--- config.mk ---
export PLATFORM = sky130hd
export DESIGN_NAME = snake_key_turn_queue_flat
export DESIGN_NICKNAME = d
export VERILOG_FILES = /design/src/rtl/snake_key_turn_queue_if.sv /design/src/rtl/snake_key_turn_queue.sv /design/src/flat_wrapper.sv
export SDC_FILE = /design/constraint.sdc
export NUM_CORES = 1
export LEC_CHECK = 0
export CORE_UTILIZATION = 50
export DETAILED_ROUTE_END_ITERATION = 12
export PLACE_DENSITY = 0.72
export SLEW_MARGIN = 20
export SYNTH_ARGS = -nofsm -noshare
export SYNTH_HDL_FRONTEND = slang
export SYNTH_SLANG_ARGS = --single-unit
export TNS_END_PERCENT = 1
--- constraint.sdc ---
create_clock -name clockInp -period 2.9 [get_ports clockInp]
set_input_delay 0.29 -clock clockInp [delete_from_list [all_inputs] [get_ports clockInp]]
set_output_delay 0.29 -clock clockInp [all_outputs]
set_load 0.01 [all_outputs]
--- src/rtl/snake_key_turn_queue_if.sv ---
// Turn-command handshake between the key front end (master) and the snake game core (slave).
interface snake_key_turn_queue_if;
    logic turn_valid;
    logic turn_dir;
    logic turn_ack;
    logic move_tick;

    modport master (
        output turn_valid,
        output turn_dir,
        input  turn_ack,
        input  move_tick
    );

    modport slave (
        input  turn_valid,
        input  turn_dir,
        output turn_ack,
        output move_tick
    );
endinterface

--- src/rtl/snake_key_turn_queue.sv ---
// Key synchroniser/debouncer feeding a small turn-command FIFO that the game core
// drains at most once per snake move.
module snake_key_turn_queue #(
    parameter int DEBOUNCE_CYCLES = 20000,
    parameter int FIFO_DEPTH      = 2,
    parameter int DROP_W          = 8
) (
    input  logic                          clockInp,
    input  logic                          rst_n,
    input  logic [1:0]                    KEY,
    snake_key_turn_queue_if.master        turn_bus,
    output logic [$clog2(FIFO_DEPTH):0]   fifo_level,
    output logic [DROP_W-1:0]             drop_cnt
);
    localparam int PTR_W = $clog2(FIFO_DEPTH);
    localparam int LVL_W = PTR_W + 1;
    localparam int CNT_W = $clog2(DEBOUNCE_CYCLES + 1);

    logic [1:0]       key_s1, key_s2, key_stable;
    logic [CNT_W-1:0] deb_cnt [2];
    logic [1:0]       deb_done, press;

    logic             fifo_mem [FIFO_DEPTH];
    logic [PTR_W-1:0] wr_ptr, rd_ptr;
    logic             permit;
    logic             turn_valid;
    logic             ev_valid, ev_dir, ev_both;
    logic             pop, push, full;
    logic [1:0]       drop_add;
    logic [DROP_W+1:0] drop_sum;

    // NOTE: every always_comb output gets a default first so no path can infer a latch.
    always_comb begin
        deb_done = '0;
        press    = '0;
        for (int k = 0; k < 2; k++) begin
            deb_done[k] = (key_s2[k] != key_stable[k]) &&
                          (deb_cnt[k] == CNT_W'(DEBOUNCE_CYCLES - 1));
            press[k]    = deb_done[k] && !key_s2[k];
        end
    end

    // NOTE: sequential state uses non-blocking assignments so all flops update together.
    always_ff @(posedge clockInp or negedge rst_n) begin
        if (!rst_n) begin
            key_s1     <= '1;
            key_s2     <= '1;
            key_stable <= '1;
            deb_cnt[0] <= '0;
            deb_cnt[1] <= '0;
        end else begin
            key_s1 <= KEY;
            key_s2 <= key_s1;
            for (int k = 0; k < 2; k++) begin
                if (key_s2[k] == key_stable[k]) begin
                    deb_cnt[k] <= '0;
                end else if (deb_done[k]) begin
                    key_stable[k] <= key_s2[k];
                    deb_cnt[k]    <= '0;
                end else begin
                    deb_cnt[k] <= deb_cnt[k] + CNT_W'(1);
                end
            end
        end
    end

    // Right key wins a simultaneous press; the left press is counted as dropped.
    always_comb begin
        ev_valid = |press;
        ev_dir   = !press[0];
        ev_both  = &press;
        full     = (fifo_level == LVL_W'(FIFO_DEPTH));
        pop      = turn_valid && turn_bus.turn_ack;
        push     = ev_valid && (!full || pop);
        drop_add = {1'b0, ev_valid && !push} + {1'b0, ev_both};
        drop_sum = {2'b00, drop_cnt} + {{DROP_W{1'b0}}, drop_add};
    end

    assign turn_valid          = (fifo_level != '0) && permit;
    assign turn_bus.turn_valid = turn_valid;
    assign turn_bus.turn_dir   = (fifo_level != '0) ? fifo_mem[rd_ptr] : 1'b0;

    // NOTE: the storage array is not reset; its contents are masked by fifo_level.
    always_ff @(posedge clockInp) begin
        if (push) begin
            fifo_mem[wr_ptr] <= ev_dir;
        end
    end

    always_ff @(posedge clockInp or negedge rst_n) begin
        if (!rst_n) begin
            wr_ptr     <= '0;
            rd_ptr     <= '0;
            fifo_level <= '0;
            permit     <= 1'b1;
            drop_cnt   <= '0;
        end else begin
            if (push) wr_ptr <= wr_ptr + PTR_W'(1);
            if (pop)  rd_ptr <= rd_ptr + PTR_W'(1);
            case ({push, pop})
                2'b10:   fifo_level <= fifo_level + LVL_W'(1);
                2'b01:   fifo_level <= fifo_level - LVL_W'(1);
                default: fifo_level <= fifo_level;
            endcase
            // A move_tick re-arms the permit even when it coincides with a pop.
            if (turn_bus.move_tick) permit <= 1'b1;
            else if (pop)           permit <= 1'b0;
            if (drop_sum > {2'b00, {DROP_W{1'b1}}}) drop_cnt <= '1;
            else                                   drop_cnt <= drop_sum[DROP_W-1:0];
        end
    end
endmodule

--- src/flat_wrapper.sv ---
// flat-port wrapper written by rule: the top's interface ports become plain ports
module snake_key_turn_queue_flat 
#(
    parameter int DEBOUNCE_CYCLES = 20000,
    parameter int FIFO_DEPTH      = 2,
    parameter int DROP_W          = 8
)
  (clockInp, rst_n, KEY, fifo_level, drop_cnt, turn_bus_turn_valid, turn_bus_turn_dir, turn_bus_turn_ack, turn_bus_move_tick);
  snake_key_turn_queue_if turn_bus_i ();
  input  logic clockInp;
  input  logic rst_n;
  input  logic [1:0] KEY;
  output logic [$clog2(FIFO_DEPTH):0] fifo_level;
  output logic [DROP_W-1:0] drop_cnt;
  output wire logic [$bits(turn_bus_i.turn_valid)-1:0] turn_bus_turn_valid;
  output wire logic [$bits(turn_bus_i.turn_dir)-1:0] turn_bus_turn_dir;
  input wire logic [$bits(turn_bus_i.turn_ack)-1:0] turn_bus_turn_ack;
  input wire logic [$bits(turn_bus_i.move_tick)-1:0] turn_bus_move_tick;
  assign turn_bus_turn_valid = turn_bus_i.turn_valid;
  assign turn_bus_turn_dir = turn_bus_i.turn_dir;
  assign turn_bus_i.turn_ack = turn_bus_turn_ack;
  assign turn_bus_i.move_tick = turn_bus_move_tick;
  snake_key_turn_queue #(.DEBOUNCE_CYCLES(DEBOUNCE_CYCLES), .FIFO_DEPTH(FIFO_DEPTH), .DROP_W(DROP_W)) u_core (.clockInp(clockInp), .rst_n(rst_n), .KEY(KEY), .turn_bus(turn_bus_i), .fifo_level(fifo_level), .drop_cnt(drop_cnt));
endmodule
==> impl_results.html <==
<table>
<tr><th>Metric</th><th>Value</th></tr>
<tr><th colspan="2">Clocking</th></tr>
<tr><td>Clock input transition at the sequential cells of the worst setup and hold paths</td><td>0.09 ns</td></tr>
<tr><td># H-tree levels</td><td>2</td></tr>
<tr><td>Clock tree from TritonCTS</td><td>yes</td></tr>
<tr><td>Num CTS Buffers</td><td>5</td></tr>
<tr><td>Sinks on Clock Net</td><td>51</td></tr>
<tr><td>Clock latency on the worst-skew pair</td><td>0.31 ns</td></tr>
<tr><td>Number of buffers on the longest clock path</td><td>2</td></tr>
<tr><td>Cell chosen for the clock root</td><td>sky130_fd_sc_hd__clkbuf_8</td></tr>
<tr><th colspan="2">Timing</th></tr>
<tr><td>Highest clock frequency the design can meet</td><td>~360 MHz</td></tr>
<tr><td>Final TNS setup</td><td>0 ns</td></tr>
<tr><td>Max-slew violations</td><td>0</td></tr>
<tr><td>Crit path setup slack, layout</td><td>around 0.12 ns</td></tr>
<tr><td>Worst max-slew margin expressed relative to the limit</td><td>59.9%</td></tr>
<tr><td>Clock period minus final worst setup slack</td><td>2.78 ns</td></tr>
<tr><td>Worst-Margin Slew</td><td>about 0.60 ns</td></tr>
<tr><td>Final period util</td><td>a little over nine tenths</td></tr>
<tr><td>Worst hold slack after final layout</td><td>-0.0259 ns</td></tr>
<tr><td>Number of setup violations in the final report</td><td>0</td></tr>
<tr><td>Setup clock skew after layout</td><td>approximately 0.01 ns</td></tr>
<tr><td>Final-report hold violation count</td><td>24</td></tr>
<tr><th colspan="2">Synth</th></tr>
<tr><td>Post-synthesis instance total</td><td>roughly 230</td></tr>
<tr><td>FFs w/ async S/R, synth</td><td>a little over nine tenths</td></tr>
<tr><td>Count of synthesis-stage warnings from yosys</td><td>0</td></tr>
<tr><td>Dominant synthesized flop cell</td><td>sky130_fd_sc_hd__dfrtp_1</td></tr>
<tr><td>Unique masters post-synth</td><td>about 40</td></tr>
<tr><td>Synth Area per Inst</td><td>between 10 and 15 µm²</td></tr>
<tr><td>Number of synthesized register bits</td><td>slightly above 50</td></tr>
<tr><td>Net count after synthesis</td><td>245</td></tr>
<tr><td>Number of enable-type register cells in the synthesized netlist</td><td>2</td></tr>
<tr><td>Proportion of synthesized chip area in sequential cells</td><td>52.2%</td></tr>
<tr><td>Combined area of all synthesized cells</td><td>0.00248 mm²</td></tr>
<tr><th colspan="2">Die</th></tr>
<tr><td>Die Span X</td><td>just over 70 µm</td></tr>
<tr><td>Die Ht</td><td>roughly 72 µm</td></tr>
<tr><td>Core ar.</td><td>0.00475 mm²</td></tr>
<tr><td>Starting Density</td><td>52.2%</td></tr>
<tr><td>Die Outline Area</td><td>~0.0053 mm²</td></tr>
<tr><td>Placement row count</td><td>25</td></tr>
<tr><td>Count of pins on the block boundary</td><td>18</td></tr>
<tr><th colspan="2">Finish</th></tr>
<tr><td>Final core utilization</td><td>between 60% and 70%</td></tr>
<tr><td>Synth-to-layout area growth</td><td>18.1%</td></tr>
<tr><td>Count of fill cells added during filler insertion</td><td>roughly 400</td></tr>
<tr><td>Diodes inserted</td><td>0</td></tr>
<tr><td>Layout net count</td><td>approximately 280</td></tr>
<tr><td>Share of cells above drive strength 1</td><td>a little under a fifth</td></tr>
<tr><th colspan="2">Worst setup path</th></tr>
<tr><td>Worst-path cell with the longest stage delay</td><td>sky130_fd_sc_hd__or4b_4</td></tr>
<tr><td>Launch point of the worst path</td><td>u_core.deb_cnt[0]</td></tr>
<tr><td>Worst EP required</td><td>between 3 and 4 ns</td></tr>
<tr><td>Logic depth of the worst setup path including buffers</td><td>10</td></tr>
<tr><td>Worst endpoint data arrival time</td><td>2.98 ns</td></tr>
<tr><td>Flop2flop setup slack</td><td>approximately 0.12 ns</td></tr>
<tr><td>Critical path type</td><td>register to register</td></tr>
<tr><td>Setup crit end kind</td><td>register</td></tr>
<tr><td>Type of element launching the critical path</td><td>register</td></tr>
<tr><td>Highest cell delay on the worst timing path</td><td>0.47 ns</td></tr>
<tr><td>Cell chain of the critical path</td><td>ha_2, or4b_4, nor4_4, a21oi_2, nor2b_2, fa_2, and3_4, nand3_2, or2_4, mux2_2</td></tr>
<tr><td>Kind of cell adding the most delay to the critical path</td><td>simple AND/OR/NAND/NOR gates</td></tr>
<tr><td>Endpoint of the worst register-to-register path</td><td>u_core.drop_cnt[7]</td></tr>
<tr><td>Max Fanout on Critical Path</td><td>3</td></tr>
<tr><td>Source of the worst register-to-register timing path</td><td>u_core.deb_cnt[0]</td></tr>
<tr><td>Reg2Reg Depth</td><td>10</td></tr>
<tr><td>Buffering stage count on the worst path with inverters included</td><td>0</td></tr>
<tr><td>Worst setup path endpoint</td><td>u_core.drop_cnt[7]</td></tr>
<tr><th colspan="2">Pwr</th></tr>
<tr><td>Static leakage power</td><td>around 1.3 nW</td></tr>
<tr><td>Total power of the final layout</td><td>between 0.001 and 0.0015 W</td></tr>
<tr><td>Power Density</td><td>between 400 and 500 mW/mm²</td></tr>
<tr><td>Peak ir drop on the vdd network</td><td>0.223 mV</td></tr>
<tr><th colspan="2">Routing</th></tr>
<tr><td>Remaining design rule violation count</td><td>0</td></tr>
<tr><td>Top routing layer in use</td><td>met4</td></tr>
<tr><td>Post-detailed-route count of antenna-violating nets</td><td>0</td></tr>
<tr><td>Via count</td><td>between 1500 and 2000</td></tr>
<tr><td>WL per Instance</td><td>around 13 µm</td></tr>
<tr><td>Vias per cell</td><td>5.18</td></tr>
<tr><td>Number of iterations in the first detailed-routing pass</td><td>5</td></tr>
<tr><td>Met3 WL post-DR</td><td>about 150 µm</td></tr>
<tr><td>Met2 layer wire length in the routed design</td><td>2010 µm</td></tr>
<tr><td>Number of DRC markers in iteration 0</td><td>80</td></tr>
<tr><td>Routed length on met1</td><td>around 2100 µm</td></tr>
<tr><td>Drt total wl</td><td>4300 µm</td></tr>
<tr><th colspan="2">GRT</th></tr>
<tr><td>Vias in the first global route</td><td>around 1600</td></tr>
<tr><td>First-pass GRT wire length</td><td>7240 µm</td></tr>
<tr><td>Remaining Overflow, GRT</td><td>0</td></tr>
<tr><td>Maximum number of pins on one net before global-route repair</td><td>50</td></tr>
<tr><td>Initial antenna violation count</td><td>0</td></tr>
<tr><td>Total routing usage reported by global routing</td><td>~18%</td></tr>
<tr><th colspan="2">Placement</th></tr>
<tr><td>Number of buffers added on ports</td><td>17</td></tr>
<tr><td>Pre-CTS setup slack</td><td>0.0235 ns</td></tr>
<tr><td>RD Place Congestion</td><td>0.768</td></tr>
<tr><td>Post-detail-place hpwl</td><td>just under 3000 µm</td></tr>
<tr><th colspan="2">Flow run</th></tr>
<tr><td>Reported max-cap violation count</td><td>0</td></tr>
<tr><th colspan="2">Worst hold path</th></tr>
<tr><td>Path class of the lowest-slack min-delay path</td><td>input port to async pin</td></tr>
<tr><th colspan="2">Outcome</th></tr>
<tr><td>Status</td><td>complete, but fails checks</td></tr>
<tr><td>Failing checks</td><td>negative hold slack</td></tr>
</table>
==> flip-flops by register name (all words and copies together) (netlist names), 2 cells and up <==
register,cells
u_core.fifo_mem,2
u_core.deb_cnt,30
u_core.drop_cnt,8
u_core.key_stable,2
u_core.key_s2,2
u_core.key_s1,2
u_core.fifo_level,2
==> worst min-delay path by stage <==
| stage | slack, ns | cells after the start | start | endpoint |
|---|---|---|---|---|
| after floorplan | -0.006 | 0 | rst_n | u_core.deb_cnt[0] |
| after global placement | 0.35 | 0 | u_core.key_s1[1] | u_core.key_s2[1] |
| after detailed placement | 0.35 | 0 | u_core.key_s1[1] | u_core.key_s2[1] |
| after CTS | 0.21 | 1 | rst_n | u_core.deb_cnt[13] |
| after global routing | 0.03 | 1 | rst_n | u_core.deb_cnt[13] |
| final | -0.03 | 1 | rst_n | u_core.deb_cnt[13] |
==> logic make-up after synthesis <==
| group | synth area share [%] |
|---|---|
| compound gates | 2.02 |
| simple gates | 26.7 |
| flops | 52.2 |
| buf+inv | 2.27 |
| fa+ha+maj | 2.82 |
| mux | 1.31 |
| xor+xnor | 12.7 |
==> placed cells by master (no fill, tap or decap), types with 4 or more instances in the layout <==
cell type,count
sky130_fd_sc_hd__and4_1,4
sky130_fd_sc_hd__xnor2_1,14
sky130_fd_sc_hd__clkdlybuf4s50_1,16
sky130_fd_sc_hd__nand4_1,13
sky130_fd_sc_hd__clkbuf_8,5
sky130_fd_sc_hd__nand3_1,11
sky130_fd_sc_hd__nor2_1,34
sky130_fd_sc_hd__dfstp_2,7
sky130_fd_sc_hd__buf_4,15
sky130_fd_sc_hd__nor2b_1,4
sky130_fd_sc_hd__nand2_1,15
sky130_fd_sc_hd__and3_1,6
sky130_fd_sc_hd__xor2_1,22
sky130_fd_sc_hd__dfrtp_1,42
==> layout make-up <==
type                            count  area, µm²  share of cell area (%)
Tap cell                           67       83.8                    2.86
Sequential cell                    51       1290                    44.2
Clock inverter                      2       12.5                   0.427
Inverter                            4       15.0                   0.512
Multi-Input combinational cell    171       1180                    40.2
Clock buffer                        6       72.6                    2.48
Timing Repair Buffer               31        273                    9.30
==> synth_stat cells (2+ instances only) <==
cell type	number	area share (%)
sky130_fd_sc_hd__nor4_2	2	1.0
sky130_fd_sc_hd__nand3_1	13	2.6
sky130_fd_sc_hd__nand4_1	13	3.3
sky130_fd_sc_hd__nor4_1	3	0.76
sky130_fd_sc_hd__or2_2	2	0.50
sky130_fd_sc_hd__nand2_1	15	2.3
sky130_fd_sc_hd__buf_2	3	0.60
sky130_fd_sc_hd__edfxtp_1	2	2.4
sky130_fd_sc_hd__and2_1	3	0.76
sky130_fd_sc_hd__nor2_1	34	5.1
sky130_fd_sc_hd__a21oi_1	3	0.60
sky130_fd_sc_hd__nand2b_1	3	0.76
sky130_fd_sc_hd__ha_1	4	2.0
sky130_fd_sc_hd__clkbuf_1	4	0.60
sky130_fd_sc_hd__dfrtp_1	42	42
sky130_fd_sc_hd__or4_1	2	0.60
sky130_fd_sc_hd__nor2b_1	5	1.3
sky130_fd_sc_hd__or2_1	2	0.50
sky130_fd_sc_hd__nand4bb_1	2	0.91
sky130_fd_sc_hd__xnor2_1	14	4.9
sky130_fd_sc_hd__nor3_1	2	0.40
sky130_fd_sc_hd__and3_1	8	2.0
sky130_fd_sc_hd__xor2_1	22	7.8
sky130_fd_sc_hd__or4b_1	2	0.81
sky130_fd_sc_hd__dfstp_2	7	7.4
sky130_fd_sc_hd__inv_1	3	0.45
sky130_fd_sc_hd__mux2_2	2	0.91
sky130_fd_sc_hd__and4_1	4	1.4
==> layer usage <==
layer	vias up	global-route usage, %
li1	859	-
met2	34	29.1
met5	-	0
met4	0	7.84
met1	819	23.5
met3	7	4.17
==> timing repair <==
action | 4_1_cts | 5_1_grt
hold buffers | 0 | 0
gates resized for setup | 0 | 9
setup endpoints to repair | 0 | 8
setup buffers | 0 | 5
==> power breakdown <==
| part | internal, W | switching [W] | total, W |
|---|---|---|---|
| clock | 0.000169 | 0.000225 | 0.000395 |
| sequential | 0.000754 | 0.0000361 | 0.000790 |
| combinational | 0.000129 | 0.000106 | 0.000235 |
| total | 0.00105 | 0.000367 | 0.00142 |
==> stage by stage <==
step / std cells / cell area (µm²)
after floorplan: 234 / 2500
after global placement: 319 / 2770
after detailed placement: 319 / 2770
after CTS: 327 / 2860
after global routing: 332 / 2930
final: 332 / 2930
Note: power is estimated with default switching activity, not from simulation.
==> edit, RTL diff (same flow settings) <==
`DROP_W` is set to 8 in 2 places; all go to 6.
--- a/src/rtl/snake_key_turn_queue.sv
+++ b/src/rtl/snake_key_turn_queue.sv
@@ -5,3 +5,3 @@
     parameter int FIFO_DEPTH      = 2,
-    parameter int DROP_W          = 8
+    parameter int DROP_W          = 6
 ) (
--- a/src/flat_wrapper.sv
+++ b/src/flat_wrapper.sv
@@ -5,3 +5,3 @@
     parameter int FIFO_DEPTH      = 2,
-    parameter int DROP_W          = 8
+    parameter int DROP_W          = 6
 )
Ports: changed (resized drop_cnt); port bits go from 18 to 16. The function was not compared with the original's and may differ.
==> edit against the unedited design <==
  * Synthesized area fell by 6.7%
  * Setup slack improved by 39 ps
  * Routed wire length fell by 8.2%
  * Highest routed layer unchanged
  * Critical endpoint is now u_core.drop_cnt[2]$_DFF_PN0_
  * Critical path type unchanged
  * Sequential share of layout area rose by 2.0 points
  * Synthesized cell count fell by 9.0%
  * The run still ends with hold timing left
  * Power fell by 6.0%
  * Sequential cell count fell by 2
  * Cell area fell by 7.9%
==> edit: results <==
{
  "status": "finished with violations",
  "violations": "hold timing",
  "rrSetupSlack_ps": 160,
  "cp_slowest_stage_delay_ps": 580,
  "vias": 1556,
  "final_nets": 251,
  "yosysSeqAreaShare_pct": 53.8,
  "cts_buffers": 5,
  "grt_pass1_wl_um": 7160,
  "cp_slowest_cell": "or4_4",
  "yosys-top-cells-count": "dfrtp_1 (40), nor2_1 (34), xor2_1 (16), xnor2_1 (14), nand2_1 (13)",
  "worstPathMaxFanout": 4,
  "slew_headroom_pct": 61.9,
  "dpl.hpwl_um": 2650,
  "antenna_found_initial": 0,
  "pre_cts_ws_ps": 68.8,
  "ys_types": 44,
  "clk_latency_ps": 300,
  "grt_max_degree": 48,
  "cts_buffer_depth": 2,
  "clock_skew_ps": 8.49,
  "syn-num-nets": 224,
  "wire_per_inst_um": 13.5,
  "crit_arrival_ps": 2970,
  "cts_max_level": 2,
  "worst_r2r_path_depth": 8,
  "reg_top3": "u_core.deb_cnt: 30 flops, u_core.drop_cnt: 6 flops",
  "drive_gt1_share_pct": 15.8,
  "async_flop_share_pct": 95.9,
  "cp-start-kind": "flip-flop",
  "regToRegEndpoint": "u_core.drop_cnt[2]$_DFF_PN0_",
  "peakVddDrop_uv": 252,
  "p_leak_nw": 1.15,
  "fin_setup_tns_ps": 0,
  "dr.pass1.iters": 4,
  "hold_viol": 29,
  "io_buffers": 15,
  "rr_startpoint": "u_core.deb_cnt[6]$_DFF_PN0_",
  "gp_congestion": 0.859,
  "ys_top_cells_by_area": "dfrtp_1 (43%), dfstp_2 (7.9%), xor2_1 (6.1%), nor2_1 (5.5%), xnor2_1 (5.3%)",
  "hold_ws_ps": -25.5,
  "grt_use_total_pct": 18.6,
  "drt_iter0_markers": 102,
  "cts.clk_slew.worst_paths_ps": 90
}
-- edit: worst max-delay path by stage --
| stage | endpoint | slack [ps] | depth (start not counted) |
|---|---|---|---|
| global placement | u_core.drop_cnt[2]$_DFF_PN0_ | 130 | 8 |
| finish | u_core.drop_cnt[2]$_DFF_PN0_ | 160 | 8 |
| detailed placement | u_core.drop_cnt[2]$_DFF_PN0_ | 70 | 8 |
| global route | u_core.drop_cnt[0]$_DFF_PN0_ | 20 | 8 |
| CTS | u_core.drop_cnt[2]$_DFF_PN0_ | 60 | 8 |
| floorplan | u_core.drop_cnt[2]$_DFF_PN0_ | 230 | 8 |
-- edit: cell families after synthesis --
| kind of cell | share of synthesized area (%) |
|---|---|
| DFF | 53.8 |
| buffers and inverters | 1.62 |
| and+or+nand+nor | 24.2 |
| xor gates and xnor gates | 12.0 |
| muxes | 1.40 |
| adders and majority gates | 3.03 |
| AOI/OAI and AO/OA | 3.94 |
-- edit: what timing repair did --
| action | CTS | global route |
|---|---|---|
| setup buffers | 0 | 5 |
| setup endpoints to repair | 0 | 5 |
| gates resized for setup | 0 | 9 |
-- edit: power by group --
| group | internal, mW | total (mW) | leakage [nW] | switching, mW |
|---|---|---|---|---|
| logic | 0.0996 | 0.180 | 0.466 | 0.0807 |
| clock network | 0.172 | 0.391 | 0.0457 | 0.218 |
| registers | 0.727 | 0.763 | 0.637 | 0.0366 |
-- edit: final cells by class --
class,instances,area [um^2]
Clock buffer,6,72.6
Clock inverter,2,15.0
Inverter,6,22.5
Multi-Input combinational cell,155,1070
Sequential cell,49,1250
Tap cell,52,65.1
Fill cell,363,1720
Timing Repair Buffer,23,208
-- edit: per-stage QoR --
stage | hold WS [ps] | cell area [um^2] | instances | util [%]
after floorplan | -5.59 | 2320 | 213 | -
after detailed placement | 347 | 2530 | 280 | 57.4
after CTS | 190 | 2620 | 288 | 59.4
final | -25.5 | 2700 | 293 | 61.1
after global placement | 347 | 2530 | 280 | 57.4
after global routing | 24.6 | 2700 | 293 | 61.1
-- edit: layer usage --
| metal | up-vias | track usage [%] | share of wire (%) |
|---|---|---|---|
| li1 | 798 | - | - |
| met5 | - | 0 | 0 |
| met1 | 739 | 26.2 | 50 |
| met3 | 2 | 5.19 | 2.5 |
| met2 | 17 | 28.1 | 47 |
| met4 | 0 | 5.78 | 0.66 |
-- edit: worst register-to-register path, cell delays in order, from the launching register on --
cell     delay (ps)
dfrtp_2         440
or4_4           490
or4_4           580
nor4b_4         310
fa_2            280
ha_4            140
and2_4          150
nand4_1         170
o21ai_1         120
